`config.mk`:
```
export PLATFORM = sky130hd
export DESIGN_NAME = dmem_cache_ctrl_flat
export DESIGN_NICKNAME = d
export VERILOG_FILES = /design/src/rtl/dmem_cache_ctrl_if.sv /design/src/rtl/dmem_cache_ctrl.sv /design/src/flat_wrapper.sv
export SDC_FILE = /design/constraint.sdc
export NUM_CORES = 1
export LEC_CHECK = 0
export BUFFER_PORTS_ARGS = -buffer_cell sky130_fd_sc_hd__clkbuf_2
export CAP_MARGIN = 20
export CELL_PAD_IN_SITES_DETAIL_PLACEMENT = 0
export CELL_PAD_IN_SITES_GLOBAL_PLACEMENT = 1
export CORE_MARGIN = 5
export CORE_UTILIZATION = 51
export DETAILED_ROUTE_END_ITERATION = 8
export HOLD_SLACK_MARGIN = 0.1
export PLACE_DENSITY = 0.9
export SYNTH_ARGS = -nofsm -noshare
export SYNTH_HDL_FRONTEND = slang
export SYNTH_SLANG_ARGS = --single-unit
```
`constraint.sdc`:
```
create_clock -name clk -period 4.47 [get_ports clk]
set_input_delay 0.2235 -clock clk [delete_from_list [all_inputs] [get_ports clk]]
set_output_delay 0.2235 -clock clk [all_outputs]
set_load 0.01 [all_outputs]
```
`src/rtl/dmem_cache_ctrl_if.sv`:
```
// Backing data-memory bus between the cache controller (master) and the memory (slave).
interface dmem_cache_ctrl_if;
  logic [15:0] mem_addr;
  logic [15:0] mem_wdata;
  logic        mem_rd;
  logic        mem_wr;
  logic [15:0] mem_rdata;
  logic        mem_ready;

  modport master (
    output mem_addr,
    output mem_wdata,
    output mem_rd,
    output mem_wr,
    input  mem_rdata,
    input  mem_ready
  );

  modport slave (
    input  mem_addr,
    input  mem_wdata,
    input  mem_rd,
    input  mem_wr,
    output mem_rdata,
    output mem_ready
  );
endinterface

```
`src/rtl/dmem_cache_ctrl.sv`:
```
// Direct-mapped write-back data cache controller with halt-time flush of dirty lines.
// Define DMEM_CACHE_CTRL_STATS_EN to add saturating hit_count/miss_count outputs.
module dmem_cache_ctrl #(
  parameter int unsigned INDEX_W     = 4,
  parameter int unsigned MEM_TIMEOUT = 64
) (
  input  logic              clk,
  input  logic              rst,
  input  logic [15:0]       Addr,
  input  logic [15:0]       DataIn,
  input  logic              Rd,
  input  logic              Wr,
  input  logic              halt,
  output logic [15:0]       DataOut,
  output logic              Done,
  output logic              Stall,
  output logic              CacheHit,
  output logic              FlushDone,
  output logic              err,
`ifdef DMEM_CACHE_CTRL_STATS_EN
  output logic [15:0]       hit_count,
  output logic [15:0]       miss_count,
`endif
  dmem_cache_ctrl_if.master mem
);

  localparam int unsigned Lines  = 1 << INDEX_W;
  localparam int unsigned TagW   = 15 - INDEX_W;
  localparam int unsigned FlushW = INDEX_W + 1;
  localparam int unsigned CntW   = (MEM_TIMEOUT > 1) ? $clog2(MEM_TIMEOUT) : 1;

  typedef enum logic [2:0] {
    StIdle,
    StCompare,
    StWback,
    StFill,
    StFlush,
    StHalted
  } state_e;

  state_e state_q, state_d;

  // Latched request; addr_q drops the always-zero byte bit.
  logic [15:1]        addr_q;
  logic [15:0]        wdata_q;
  logic               rd_q;
  logic               wr_q;
  logic               fill_q;
  logic               err_q;
  logic [FlushW-1:0]  flush_q;
  logic [CntW-1:0]    cnt_q;

  logic [Lines-1:0]   valid_q;
  logic [Lines-1:0]   dirty_q;
  logic [TagW-1:0]    tag_q  [Lines];
  logic [15:0]        data_q [Lines];

  logic [INDEX_W-1:0] req_idx;
  logic [INDEX_W-1:0] flush_idx;
  logic [INDEX_W-1:0] wb_idx;
  logic [TagW-1:0]    req_tag;
  logic               hit;
  logic               victim_dirty;
  logic               flush_dirty;
  logic               tmo;

  logic               latch_req;
  logic               set_err;
  logic               do_store;
  logic               do_fill;
  logic               clr_dirty;
  logic               clr_fill;
  logic               cnt_clr;
  logic               cnt_inc;
  logic               flush_start;
  logic               flush_adv;

  assign req_idx      = addr_q[INDEX_W:1];
  assign req_tag      = addr_q[15:INDEX_W+1];
  assign flush_idx    = flush_q[INDEX_W-1:0];
  // Write-back source line: the scan pointer while flushing, else the request's victim.
  assign wb_idx       = (state_q == StFlush) ? flush_idx : req_idx;
  assign hit          = valid_q[req_idx] && (tag_q[req_idx] == req_tag);
  assign victim_dirty = valid_q[req_idx] && dirty_q[req_idx];
  assign flush_dirty  = valid_q[flush_idx] && dirty_q[flush_idx];
  assign tmo          = (cnt_q == CntW'(MEM_TIMEOUT - 1));
  assign FlushDone    = (state_q == StHalted);
  assign err          = err_q;

  always_ff @(posedge clk or posedge rst) begin
    if (rst) begin
      state_q <= StIdle;
    end else begin
      state_q <= state_d;
    end
  end

  always_comb begin
    state_d       = state_q;
    Done          = 1'b0;
    CacheHit      = 1'b0;
    Stall         = 1'b0;
    DataOut       = '0;
    mem.mem_rd    = 1'b0;
    mem.mem_wr    = 1'b0;
    mem.mem_addr  = '0;
    mem.mem_wdata = '0;
    latch_req     = 1'b0;
    set_err       = 1'b0;
    do_store      = 1'b0;
    do_fill       = 1'b0;
    clr_dirty     = 1'b0;
    clr_fill      = 1'b0;
    cnt_clr       = 1'b0;
    cnt_inc       = 1'b0;
    flush_start   = 1'b0;
    flush_adv     = 1'b0;

    case (state_q)
      StIdle: begin
        // A pending request always wins over halt; halt is re-sampled back in idle.
        if (Rd || Wr) begin
          if ((Rd && Wr) || Addr[0]) begin
            set_err = 1'b1;
          end else begin
            latch_req = 1'b1;
            Stall     = 1'b1;
            state_d   = StCompare;
          end
        end else if (halt) begin
          flush_start = 1'b1;
          cnt_clr     = 1'b1;
          Stall       = 1'b1;
          state_d     = StFlush;
        end
      end

      StCompare: begin
        clr_fill = 1'b1;
        if (hit) begin
          Done     = 1'b1;
          CacheHit = !fill_q;
          if (rd_q) begin
            DataOut = data_q[req_idx];
          end
          do_store = wr_q;
          state_d  = StIdle;
        end else begin
          Stall   = 1'b1;
          cnt_clr = 1'b1;
          state_d = victim_dirty ? StWback : StFill;
        end
      end

      StWback: begin
        Stall         = 1'b1;
        mem.mem_wr    = 1'b1;
        mem.mem_addr  = {tag_q[wb_idx], wb_idx, 1'b0};
        mem.mem_wdata = data_q[wb_idx];
        if (mem.mem_ready) begin
          clr_dirty = 1'b1;
          cnt_clr   = 1'b1;
          state_d   = StFill;
        end else if (tmo) begin
          set_err = 1'b1;
          state_d = StHalted;
        end else begin
          cnt_inc = 1'b1;
        end
      end

      StFill: begin
        Stall        = 1'b1;
        mem.mem_rd   = 1'b1;
        mem.mem_addr = {addr_q, 1'b0};
        if (mem.mem_ready) begin
          do_fill = 1'b1;
          state_d = StCompare;
        end else if (tmo) begin
          set_err = 1'b1;
          state_d = StHalted;
        end else begin
          cnt_inc = 1'b1;
        end
      end

      StFlush: begin
        Stall = 1'b1;
        if (flush_q[INDEX_W]) begin
          state_d = StHalted;
        end else if (flush_dirty) begin
          mem.mem_wr    = 1'b1;
          mem.mem_addr  = {tag_q[wb_idx], wb_idx, 1'b0};
          mem.mem_wdata = data_q[wb_idx];
          if (mem.mem_ready) begin
            clr_dirty = 1'b1;
            flush_adv = 1'b1;
            cnt_clr   = 1'b1;
          end else if (tmo) begin
            set_err = 1'b1;
            state_d = StHalted;
          end else begin
            cnt_inc = 1'b1;
          end
        end else begin
          flush_adv = 1'b1;
          cnt_clr   = 1'b1;
        end
      end

      StHalted: begin
        state_d = StHalted;
      end

      default: begin
        state_d = StIdle;
      end
    endcase
  end

  always_ff @(posedge clk or posedge rst) begin
    if (rst) begin
      addr_q  <= '0;
      wdata_q <= '0;
      rd_q    <= 1'b0;
      wr_q    <= 1'b0;
      fill_q  <= 1'b0;
      err_q   <= 1'b0;
      flush_q <= '0;
      cnt_q   <= '0;
      valid_q <= '0;
      dirty_q <= '0;
    end else begin
      if (latch_req) begin
        addr_q  <= Addr[15:1];
        wdata_q <= DataIn;
        rd_q    <= Rd;
        wr_q    <= Wr;
      end
      if (set_err) begin
        err_q <= 1'b1;
      end
      if (cnt_clr) begin
        cnt_q <= '0;
      end else if (cnt_inc) begin
        cnt_q <= cnt_q + CntW'(1);
      end
      if (flush_start) begin
        flush_q <= '0;
      end else if (flush_adv) begin
        flush_q <= flush_q + FlushW'(1);
      end
      if (do_fill) begin
        fill_q <= 1'b1;
      end else if (clr_fill) begin
        fill_q <= 1'b0;
      end
      if (do_fill) begin
        valid_q[req_idx] <= 1'b1;
        dirty_q[req_idx] <= 1'b0;
      end else if (do_store) begin
        dirty_q[req_idx] <= 1'b1;
      end else if (clr_dirty) begin
        dirty_q[wb_idx] <= 1'b0;
      end
    end
  end

  // Tag and data arrays carry no reset; valid bits gate every use.
  always_ff @(posedge clk) begin
    if (do_fill) begin
      tag_q[req_idx]  <= req_tag;
      data_q[req_idx] <= mem.mem_rdata;
    end else if (do_store) begin
      data_q[req_idx] <= wdata_q;
    end
  end

`ifdef DMEM_CACHE_CTRL_STATS_EN
  logic hit_evt;
  logic miss_evt;

  assign hit_evt  = Done && CacheHit;
  assign miss_evt = (state_q != StFill) && (state_d == StFill);

  always_ff @(posedge clk or posedge rst) begin
    if (rst) begin
      hit_count  <= '0;
      miss_count <= '0;
    end else begin
      if (hit_evt && (hit_count != 16'hFFFF)) begin
        hit_count <= hit_count + 16'd1;
      end
      if (miss_evt && (miss_count != 16'hFFFF)) begin
        miss_count <= miss_count + 16'd1;
      end
    end
  end
`endif

endmodule

```
`src/flat_wrapper.sv`:
```
// flat-port wrapper written by rule: the top's interface ports become plain ports
module dmem_cache_ctrl_flat 
#(
  parameter int unsigned INDEX_W     = 4,
  parameter int unsigned MEM_TIMEOUT = 64
)
  (clk, rst, Addr, DataIn, Rd, Wr, halt, DataOut, Done, Stall, CacheHit, FlushDone, err, mem_mem_addr, mem_mem_wdata, mem_mem_rd, mem_mem_wr, mem_mem_rdata, mem_mem_ready);
  dmem_cache_ctrl_if mem_i ();
  input  logic clk;
  input  logic rst;
  input  logic [15:0] Addr;
  input  logic [15:0] DataIn;
  input  logic Rd;
  input  logic Wr;
  input  logic halt;
  output logic [15:0] DataOut;
  output logic Done;
  output logic Stall;
  output logic CacheHit;
  output logic FlushDone;
  output logic err;
  output wire logic [$bits(mem_i.mem_addr)-1:0] mem_mem_addr;
  output wire logic [$bits(mem_i.mem_wdata)-1:0] mem_mem_wdata;
  output wire logic [$bits(mem_i.mem_rd)-1:0] mem_mem_rd;
  output wire logic [$bits(mem_i.mem_wr)-1:0] mem_mem_wr;
  input wire logic [$bits(mem_i.mem_rdata)-1:0] mem_mem_rdata;
  input wire logic [$bits(mem_i.mem_ready)-1:0] mem_mem_ready;
  assign mem_mem_addr = mem_i.mem_addr;
  assign mem_mem_wdata = mem_i.mem_wdata;
  assign mem_mem_rd = mem_i.mem_rd;
  assign mem_mem_wr = mem_i.mem_wr;
  assign mem_i.mem_rdata = mem_mem_rdata;
  assign mem_i.mem_ready = mem_mem_ready;
  dmem_cache_ctrl #(.INDEX_W(INDEX_W), .MEM_TIMEOUT(MEM_TIMEOUT)) u_core (.clk(clk), .rst(rst), .Addr(Addr), .DataIn(DataIn), .Rd(Rd), .Wr(Wr), .halt(halt), .DataOut(DataOut), .Done(Done), .Stall(Stall), .CacheHit(CacheHit), .FlushDone(FlushDone), .err(err), .mem(mem_i));
endmodule
```
Yosys cells after proc, flatten, opt, wreduce, memory -nomap -nowiden
Memory sizes are Yosys's and may differ from the RTL's.
Index checks and enable logic that the tools add are counted.
Operators by class
  $add $sub $neg: 2
  $mul: 0
  divide/modulo/power cells: 0
  magnitude comparators: 5
  equality and inequality tests: 11
  shift operators: 0
  muxes and demuxes: 90
  bitwise operators: 7
  reduce and logical (&&, ||, !) cells: 17
Operator list (number)
  16-bit 2-to-1 mux: 11
  1-bit 2-to-1 mux: 49
  16-bit case mux with 3 select lines: 1
  16-bit bitwise AND: 2
  16-bit inverter: 2
  16-bit OR: 2
  16-bit case mux with 2 select lines: 1
  3-bit 2-to-1 mux: 10
  3-bit case mux with 6 select lines: 1
  1-bit binary-select mux with 4-bit select: 4
  4-bit by 5-bit less-than comparator with 1-bit output (second input constant): 3
  6-bit 2-to-1 mux: 2
  11-bit equality test: 1
  5-bit 2-to-1 mux: 2
  1-bit demux with 4-bit select: 2
  4-bit by 1-bit greater-or-equal comparator with 1-bit output (second input constant): 2
  6-bit by 1-bit adder with 6-bit output (second input constant): 1
  3-bit by 2-bit equality test with 1-bit output (second input constant): 2
  3-bit equality test (second input constant): 2
  6-bit equality test (second input constant): 1
  1-bit logical AND: 6
  3-bit by 2-bit inequality test with 1-bit output (second input constant): 2
  1-bit case mux with 2 select lines: 3
  1-bit case mux with 3 select lines: 2
  other kinds (15): 18
Word-level totals
  bits in registers: 81
  latch bits: 0
  bits in writable memories: 432
  memory bits (read-only): 0
  input port bits: 54
  memories kept: 2
Memory list
  u_core.data_q: depth 16, bits a word 16, rd ports 2, clocked after memory_dff 0, write ports 1, RTL line dmem_cache_ctrl.sv:56  | logic [15:0] data_q [Lines];
  u_core.tag_q: depth 16, bits a word 11, rd ports 2, clocked after memory_dff 0, write ports 1, RTL line dmem_cache_ctrl.sv:55  | logic [TagW-1:0] tag_q [Lines];

Longest topological paths before layout
  word-level depth: 11
  mapped depth: 13

Worst setup path before layout
Ideal clock, no wire load.
  path type: reg-to-reg
  start: register u_core.addr_q[2] in the netlist's numbering
  end: memory u_core.data_q[1][0] (enable)
  library setup time: 0.394 ns
  arrival time: 3.399 ns
  setup slack: 0.677 ns
  cell stages (with the launch flop): 12
  path through: dfrtp_1 buf_6 buf_8 buf_2 clkbuf_1 mux4_2 xor2_1 o32ai_2 o21ai_2 nor4_4 nand3_4 a21oi_1
On the way
  cells in the longest elaborated chain, start to end: 9
  elaborated cells on any way between the ends: 11
  those cells by class: eq/ne (1); mux (7); bitwise (1); reduce/logical (1); memory (1)
RTL lines
  start, declared: RTL line dmem_cache_ctrl.sv:44  | logic [15:1] addr_q;
  start signal, assigned: RTL line dmem_cache_ctrl.sv:235  | addr_q <= Addr[15:1];
  memory 16 x 11 bit or 1-bit binary-select mux with 4-bit select (tied branches)
  11-bit equality test or 1-bit 2-to-1 mux (tied branches): RTL line dmem_cache_ctrl.sv:83  | assign hit = valid_q[req_idx] && (tag_q[req_idx] == req_tag);
  1-bit logical AND: RTL line dmem_cache_ctrl.sv:83
  1-bit 2-to-1 mux: RTL line dmem_cache_ctrl.sv:140  | if (hit) begin
  1-bit 2-to-1 mux: RTL line dmem_cache_ctrl.sv:119  | case (state_q)
  1-bit 2-to-1 mux: RTL line dmem_cache_ctrl.sv:274  | end else if (do_store) begin
  1-bit 2-to-1 mux: RTL line dmem_cache_ctrl.sv:271  | if (do_fill) begin
  1-bit 2-to-1 mux (implied by the code): RTL line dmem_cache_ctrl.sv:275  | data_q[req_idx] <= wdata_q;
  1-bit OR (no line)
  end, declared: RTL line dmem_cache_ctrl.sv:56
Parallel ways exist; a longest one is shown, timed or not. The select of a mux whose other input is x is not followed.

Worst setup path in the final report
  start: register u_core.state_q[1]
  end: output port mem_mem_wdata[5]
On the way
  cells in the longest elaborated chain, start to end: 6
  elaborated cells on any way between the ends: 7
  those cells by class: eq/ne (2); mux (4); memory (1)
RTL lines
  start, declared: RTL line dmem_cache_ctrl.sv:41  | state_e state_q, state_d;
  start signal, assigned: RTL line dmem_cache_ctrl.sv:92  | state_q <= StIdle;
  start signal, assigned: RTL line dmem_cache_ctrl.sv:94  | state_q <= state_d;
  3-bit equality test: RTL line dmem_cache_ctrl.sv:82, dmem_cache_ctrl.sv:119
  4-bit 2-to-1 mux: RTL line dmem_cache_ctrl.sv:82  | assign wb_idx = (state_q == StFlush) ? flush_idx : req_idx;
  memory 16 x 16 bit
  16-bit 2-to-1 mux: RTL line dmem_cache_ctrl.sv:191  | end else if (flush_dirty) begin
  16-bit 2-to-1 mux: RTL line dmem_cache_ctrl.sv:189  | if (flush_q[INDEX_W]) begin
  16-bit case mux with 2 select lines (*): RTL line dmem_cache_ctrl.sv:119
  end, declared: RTL line flat_wrapper.sv:23  | output wire logic [$bits(mem_i.mem_wdata)-1:0] mem_mem_wdata;
Mark *: on every way between the ends. The rest lies on a longest branch, timed or not.

==> out/results.ini <==
[route]
drc_errors=0
drt_iter0_markers=2533
detail_route.first_pass.iterations=6
wl_per_cell_um=26.5
drt_wl_total_mm=76.1
avgViaCountPerCell=6.60
ant_nets=0
num_vias=18900

[setup_path]
cp_num_buf_inv=2
r2r_start=u_core.addr_q[2]$_DFFE_PP0P_
cpMostUsedCell=a311oi_1
timing.rr.end=u_core.data_q[10][0]$_DFFE_PP_
required_ps=4250
crit_cells=9
path_class=reg2out
reg2reg_slack_ps=570
crit_chain=nor3b_2, mux2i_4, buf_12, nand2_1, and3_1, a311oi_1, a311oi_1, a211oi_1, clkbuf_2
worstSetupEndpoint=mem_mem_wdata[5]
critPathMaxStageDelay_ps=610
crit_path_start_kind=flop
ff2ff_path_depth=13
cp_slowest_cell=a211oi_1
cp_top_family=compound AO/OA/AOI/OAI gates
worst_setup_path_end_kind=primary output
cp-startpoint=u_core.state_q[1]$_DFFE_PP0P_
cp_max_fo=85
arrival_ps=4090

[synthesis]
avgSynthCellArea_sq_um=12.6
synth_flop_cell=edfxtp_1
yosys_warnings=0
netlist.area_leader.share_pct=51.0
synth_top_area_cell=edfxtp_1
syn_nets=2073
yosysUniqueCellTypes=67
netlist_area_sq_um=25400
yosysMostFrequentCell=nand2_1
synth_enable_flop_cells=432
ys_ff_latch=513
yosys-top-cells-count=nand2_1, edfxtp_1, nand3_1, mux4_2, clkbuf_1
yosysSeqAreaShare_pct=59.0
async_flop_share_pct=15.8
synthTopCellsByArea=edfxtp_1, mux4_2, dfrtp_1
netlist_instances=2017

[floorplan]
core-area_sq_um=49200
die_h_um=233
io_pins=109
start_util_pct=51.7
die_area_sq_um=54400
die_w_um=233
row_count=81

[clocking]
numCtsBuffers=53
cts_tree=yes
clk_latency_ps=640
clk_path_buf_depth=3
clock_sinks=513
htree_num_levels=2
root_buffer=clkbuf_16
clk_pin_slew_ps=60

[grt]
grt_pass1_vias=18800
antenna_found_initial=0
grt_usage_pct=27.5
grt_max_degree=114
grt_pass1_wl_mm=114
grt-ovfl-total=0

[place]
hpwlAfterDp_mm=45.8
place_area_sq_um=27000
gp_congestion=0.896
portBuffers=107

[power]
power_density_nw_per_um2=689
power.leakage_nw=10.7
vdd_drop_max_v=0.000613

[cells_and_area]
n_fill_cell=3728
final_area_sq_um=29400
syn2layout_area_growth_pct=15.8
drive_above_1_share_pct=23.4
nets=2216
diodes=0

[job]
maxCapViolCount=0

[sta]
post-route-period-util_pct=96.6
max_slew.worst_pin.slew_ps=1100
layout_min_cycle_time_ps=4320
slew_headroom_pct=26.8
rsz0062_at_grt=no
maxSlewViolCount=0
hold_viol=0
fmax_ghz=0.232
clock-skew-final_ps=65.9
fin_tns_setup_ps=0
setup_viol=0

[status]
status=finished, final reports clean

[worst_hold_path]
hold_path_class=in2reg
worstHoldStart=mem_mem_rdata[15]

==> state kept, by name (all words and copies together), names as in the netlist, 5 cells and up <==
signal          cells
u_core.data_q     256
u_core.tag_q      176
u_core.dirty_q     16
u_core.valid_q     16
u_core.wdata_q     16
u_core.addr_q      15
u_core.cnt_q        6
u_core.flush_q      5
==> layout by cell type (no fill, tap or decap), drive strengths merged, types with 44 or more instances in the layout <==
master | synthesis | routed
nand2 | 479 | 479
edfxtp | 432 | 432
clkbuf | 86 | 177
nand3 | 138 | 138
mux4 | 120 | 120
buf | 77 | 105
a311oi | 81 | 81
dfrtp | 81 | 81
and3 | 61 | 61
mux2 | 52 | 53
nor2 | 49 | 49
mux2i | 46 | 46
a31oi | 44 | 44
==> final cells by class <==
cell class | instances | area, sq um | share of cell area [%]
clock buffer | 70 | 1410 | 4.79
clock inverter | 29 | 452 | 1.53
inverter | 22 | 85.1 | 0.289
multi-input combinational | 1320 | 9720 | 33.0
sequential | 513 | 15000 | 51.0
tap | 664 | 831 | 2.82
timing repair buffer | 250 | 1930 | 6.55
==> report_power, final <==
part,total (mW),internal [mW],switching (mW)
combinational,8.99,3.56,5.42
sequential,6.55,5.88,0.669
clock,4.75,2.82,1.93
total,20.3,12.3,8.02
==> cells by family after synthesis <==
logic type	synth area share [%]
simple gates	14.5
xor+xnor	0.758
flops	59.0
compound gates	7.61
mux	14.8
buf+inv	3.21
other cells	0.0148
fa+ha+maj	0.0985
==> worst register-to-register path, delay by kind of cell (launching register included) <==
| family | cells | cell delay, ps |
|---|---|---|
| buffers and inverters | 5 | 960 |
| AND/OR/NAND/NOR | 4 | 1030 |
| multiplexers | 2 | 620 |
| flip-flops | 1 | 580 |
| AO/OA/AOI/OAI | 2 | 430 |
==> metal layers <==
| metal | track usage (%) | up-vias | routed length, um |
|---|---|---|---|
| li1 | - | 7946 | - |
| met1 | 36.0 | 9439 | 28000 |
| met2 | 45.3 | 1318 | 37000 |
| met3 | 6.00 | 223 | 8130 |
| met4 | 10.3 | 0 | 2900 |
| met5 | 0 | - | 0 |
==> how the worst min path moves through the flow <==
stage | end | slack, ps | cells after the start
2_1_floorplan | u_core.addr_q[15]$_DFFE_PP0P_ | 370 | 1
3_3_place_gp | u_core.wdata_q[0]$_DFFE_PP0P_ | 420 | 2
3_5_place_dp | u_core.wdata_q[0]$_DFFE_PP0P_ | 440 | 2
4_1_cts | u_core.data_q[3][4]$_DFFE_PP_ | 120 | 2
5_1_grt | u_core.data_q[10][15]$_DFFE_PP_ | 160 | 2
6_report | u_core.data_q[10][15]$_DFFE_PP_ | 140 | 2
==> stage by stage <==
step / hold WS, ps / util (%) / setup WS [ps] / power (mW) / std cells
floorplan: 374 / - / 677 / 12.4 / 2017
global placement: 424 / 55.0 / 397 / 15.0 / 2718
detailed placement: 435 / 55.0 / 324 / 15.2 / 2718
CTS: 124 / 59.7 / 12.8 / 20.0 / 2858
global route: 164 / 59.9 / 8.15 / 21.1 / 2868
finish: 139 / 59.9 / 154 / 20.3 / 2868
==> timing repair <==
action,in CTS,in global routing
cloned,0,1
setup endpoints to repair,16,17
hold buffers,38,0
setup buffers,3,9
hold endpoints to repair,104,0
pin swaps,1,1
gates resized for setup,3,2
(Power assumes the default switching activity.)
